--- config.mk ---
export PLATFORM = sky130hd
export DESIGN_NAME = serial_deserializer
export DESIGN_NICKNAME = d
export VERILOG_FILES = /design/src/rtl/serial_deserializer.sv
export SDC_FILE = /design/constraint.sdc
export NUM_CORES = 1
export LEC_CHECK = 0
export ABC_AREA = 1
export CORE_UTILIZATION = 51
export DETAILED_ROUTE_END_ITERATION = 8
export GPL_TIMING_DRIVEN = 0
export HOLD_SLACK_MARGIN = 0.02
export PLACE_DENSITY_LB_ADDON = 0.25
export SETUP_SLACK_MARGIN = 0.1
export SKIP_LAST_GASP = 1
export SLEW_MARGIN = 5
export SYNTH_ARGS = -nofsm -noshare
export SYNTH_HDL_FRONTEND = slang
export SYNTH_SLANG_ARGS = --single-unit
--- constraint.sdc ---
create_clock -name clk -period 2.1 [get_ports clk]
set_input_delay 0.21 -clock clk [delete_from_list [all_inputs] [get_ports clk]]
set_output_delay 0.21 -clock clk [all_outputs]
set_load 0.1 [all_outputs]
--- src/rtl/serial_deserializer.sv ---
// rtl/serial_deserializer.sv - LSB-first serial-in/parallel-out receiver with valid/ready word port
module serial_deserializer #(
  parameter int N = 8,
  localparam int CW = $clog2(N)
) (
  input  logic          clk,
  input  logic          reset,
  input  logic          clear,
  input  logic          s_in,
  input  logic          s_valid,
  output logic [N-1:0]  word_out,
  output logic          word_valid,
  input  logic          word_ready,
  output logic [CW-1:0] bit_cnt,
  output logic          overrun
);

  typedef enum logic {EMPTY = 1'b0, FULL = 1'b1} state_t;

  state_t         state, state_nxt;
  logic [N-1:0]   sh;
  logic [N-1:0]   word_nxt;
  logic           shift_en;
  logic           done;
  logic           load;
  logic           drop;

  // clear outranks s_valid, so a bit arriving with clear never counts
  assign shift_en = s_valid & ~clear;
  assign done     = shift_en & (bit_cnt == CW'(N - 1));
  assign word_nxt = {s_in, sh[N-1:1]};

  always_comb begin
    state_nxt = state;
    load      = 1'b0;
    drop      = 1'b0;
    case (state)
      EMPTY: begin
        if (done) begin
          load      = 1'b1;
          state_nxt = FULL;
        end
      end
      FULL: begin
        if (done) begin
          if (word_ready) load = 1'b1;
          else            drop = 1'b1;
        end else if (word_ready) begin
          state_nxt = EMPTY;
        end
      end
      default: state_nxt = EMPTY;
    endcase
  end

  always_ff @(posedge clk or posedge reset) begin
    if (reset) begin
      state    <= EMPTY;
      sh       <= '0;
      bit_cnt  <= '0;
      word_out <= '0;
      overrun  <= 1'b0;
    end else begin
      state <= state_nxt;
      if (load) word_out <= word_nxt;
      if (clear) begin
        sh      <= '0;
        bit_cnt <= '0;
        overrun <= 1'b0;
      end else begin
        if (shift_en) begin
          sh      <= word_nxt;
          bit_cnt <= done ? '0 : bit_cnt + CW'(1);
        end
        if (drop) overrun <= 1'b1;
      end
    end
  end

  assign word_valid = (state == FULL);

endmodule

==> results by group <==
Clock tree
  – Number of buffers created by CTS: 3
  – CTS tree: yes
  – Clock Latency Late Sink: 300 ps
  – Number of levels the H-tree was split into: 1
  – Clock net sink count: 20
  – # hold bufs at CTS: 0
  – Buffers inserted by post-CTS timing repair: 0
  – Buffer levels on the longest clock path: 2
  – Post-CTS clock slew at the launch and capture registers of the worst setup and hold paths: 110 ps
  – Clock root buffer master: sky130_fd_sc_hd__clkbuf_4

Worst setup path
  – CP max stage delay: 870 ps
  – Setup crit start kind: flop
  – Critical path class: reg -> out
  – Worst reg2reg path startpoint: bit_cnt[0]
  – Required time at the worst-slack endpoint: 1890 ps
  – Worst EP arrival: 1560 ps
  – R2r worst-path depth: 6
  – Reg-to-reg setup timing slack: 730 ps
  – Sort of element at the end of the critical path: primary output
  – Number of buffers and inverters on the critical path: 1
  – Cell with the largest stage delay on the worst path: sky130_fd_sc_hd__dlygate4sd2_1
  – Biggest fanout along the worst timing path: 3
  – Endpoint of the worst-slack reg-to-reg timing path: bit_cnt[2]
  – Ordered list of cells on the worst path: dlygate4sd2_1
  – Family with the most delay on the worst path: buffers and inverters

GRT
  – Via count of the first global-routing pass: 666
  – Maximum number of pins on one net before global-route repair: 21
  – Residual overflow from global routing: 0
  – Global-route wire length before repair: 2850 µm
  – Number of antenna violations at the first check in global routing: 0
  – GRT Overall Usage: 21.1%

Power
  – VDD IR-drop max: 0.000519 V
  – Leakage power summed over all cells: 0.591 nW
  – PwrDens: 652 nW/µm²
  – Total power draw: 0.000689 W

Synth
  – Post-synthesis cell type with the largest combined area: sky130_fd_sc_hd__dfrtp_1
  – Yosys top cell area share: 59.8%
  – Number of distinct standard cells referenced by the synthesized netlist: 13
  – Cell count after synthesis: 87
  – Post-synthesis net count: 95
  – Sequential-to-total area share from yosys stat: 59.8%
  – Synth warnings: 0
  – Mean instance size in the synthesized netlist: 9.62 µm²
  – Summed instance area of the synthesized netlist: 837 µm²
  – Biggest area contributors in the synthesized netlist: sky130_fd_sc_hd__dfrtp_1 (60%), sky130_fd_sc_hd__nand2_1 (12%), sky130_fd_sc_hd__nand4_1 (6.0%), sky130_fd_sc_hd__inv_1 (4.9%), sky130_fd_sc_hd__o22ai_1 (3.7%)
  – Seq cells post-synth: 20

Layout
  – Filler Cells Inserted: 126
  – N_diodes: 0
  – Most common library cell in the layout ignoring fill and taps: sky130_fd_sc_hd__nand2_1
  – Commonest non-fill, non-tap cells in the layout: sky130_fd_sc_hd__nand2_1 (26), sky130_fd_sc_hd__dfrtp_1 (20), sky130_fd_sc_hd__dlygate4sd2_1 (13)
  – Share of layout cells above drive strength 1: 9.17%
  – Area added between synthesis and finish: 26.3%
  – Final nets: 118
  – Post-layout utilization of the core: 69.4%

Timing
  – Final Max Slew Viols: 0
  – Clock skew: 2.22 ps
  – Worst max-slew margin expressed relative to the limit: 36.3%
  – Final setup violating endpoints: 0
  – Transition at the pin with the smallest max-transition slack: 959 ps
  – RSZ-0062 raised after global routing: no
  – Number of hold violations in the final report: 0
  – Setup total negative slack: 0 ps
  – Final critical-path share of the clock period: 84.3%
  – Maximum clock frequency: 565 MHz
  – Post-layout min period: 1770 ps

Floorplanning
  – Chip height: 42.5 µm
  – I/O pin count: 19
  – Area of the die: 1810 µm²
  – Effective utilization at floorplan: 54.9%
  – Core area: 1520 µm²
  – Chip width: 42.5 µm
  – Number of placement rows: 14

Routing
  – Vias per Instance: 5.55
  – Total wire length after detailed routing: 1670 µm
  – Iteration-0 DRC count of the detailed router: 25
  – DRC errors left: 0
  – Via count: 694
  – Detailed-route wire length per cell: 13.4 µm
  – Pre-Repair DR Iteration Count: 4
  – Final ANT Viol Nets: 0

Outcome
  – Result of the run: finished clean

Place
  – Placed wire-length estimate: 1150 µm
  – IO buf count: 18
  – Routability cong.: 0.759

Hold path
  – Min-Delay Path Class: in -> async

Run
  – Number of maximum-capacitance constraint violations: 0
-- worst reg2reg max path: cells and delay by family, from the launching register on --
kind | cells | cell delay (ps)
DFF | 1 | 410
buffers and inverters | 2 | 280
adders and majority gates | 2 | 410
AOI/OAI and AO/OA | 1 | 140
and+or+nand+nor | 1 | 50
-- registers in the layout, summed over array words and instances, names as in the netlist --
signal,flops
word_out,8
sh,7
bit_cnt,3
overrun,1
word_valid,1
-- power breakdown --
part | total, W | switching [W] | internal, W
sequential | 0.000394 | 0.00000382 | 0.000391
clock | 0.000221 | 0.000116 | 0.000106
combinational | 0.0000737 | 0.0000540 | 0.0000197
total | 0.000689 | 0.000173 | 0.000516
-- kinds of logic (layout without fill, tap and decap cells) --
logic type | after synthesis | count (layout) | synth area share [%]
simple gates | 40 | 40 | 22.6
fa+ha+maj | 2 | 2 | 2.99
compound gates | 10 | 10 | 6.73
flops | 20 | 20 | 59.8
buf+inv | 15 | 37 | 7.92
-- how the worst max path moves through the flow --
| stage | from | endpoint | slack, ps | cells after the start |
|---|---|---|---|---|
| after floorplan | bit_cnt[1] | bit_cnt[0] | 230 | 6 |
| after global placement | bit_cnt[0] | bit_cnt[0] | 390 | 1 |
| after detailed placement | bit_cnt[2] | bit_cnt[2] | 380 | 1 |
| after CTS | bit_cnt[2] | bit_cnt[2] | 320 | 1 |
| after global routing | bit_cnt[2] | bit_cnt[2] | 290 | 1 |
| final | bit_cnt[2] | bit_cnt[2] | 330 | 1 |
-- per-stage QoR --
| stage | setup WS [ps] | cells | hold slack [ps] | area (µm²) |
|---|---|---|---|---|
| 6_report | 330 | 125 | 317 | 1060 |
| 5_1_grt | 291 | 125 | 386 | 1060 |
| 4_1_cts | 318 | 125 | 341 | 1060 |
| 3_5_place_dp | 382 | 121 | 457 | 1040 |
| 3_3_place_gp | 395 | 121 | 452 | 1040 |
| 2_1_floorplan | 233 | 87 | 174 | 837 |
-- area by class of cell --
type | instances | area (µm²) | area share [%]
flip-flops and latches | 20 | 500 | 47.3
multi-input cells | 52 | 270 | 25.6
repair buffers | 18 | 164 | 15.5
inverters | 12 | 45.0 | 4.26
clock buffers | 4 | 36.3 | 3.43
plain buffers | 3 | 21.3 | 2.01
well taps | 16 | 20.0 | 1.89
-- timing repair --
action | CTS | global route
endpoints found under the setup margin | 13 | 0
resized for setup | 13 | 0
hold endpoints to repair | 0 | 0
-- per-layer routing --
metal  routed length, µm  up-vias  GRT usage, %
met5                   0        -             0
met4                  33        0          11.3
met3                  96        5          3.02
met2                 786       27          32.9
met1                 755      331          28.4
li1                    -      331             -
-- cells in the mapped netlist --
cell                      number
sky130_fd_sc_hd__buf_2         2
sky130_fd_sc_hd__buf_6         1
sky130_fd_sc_hd__dfrtp_1      20
sky130_fd_sc_hd__ha_1          2
sky130_fd_sc_hd__inv_1        11
sky130_fd_sc_hd__inv_2         1
sky130_fd_sc_hd__nand2_1      26
sky130_fd_sc_hd__nand3_1       4
sky130_fd_sc_hd__nand3_2       1
sky130_fd_sc_hd__nand4_1       8
sky130_fd_sc_hd__nor2_4        1
sky130_fd_sc_hd__o21ai_0       5
sky130_fd_sc_hd__o22ai_1       5
No activity file was read; power rests on OpenSTA's default activity.
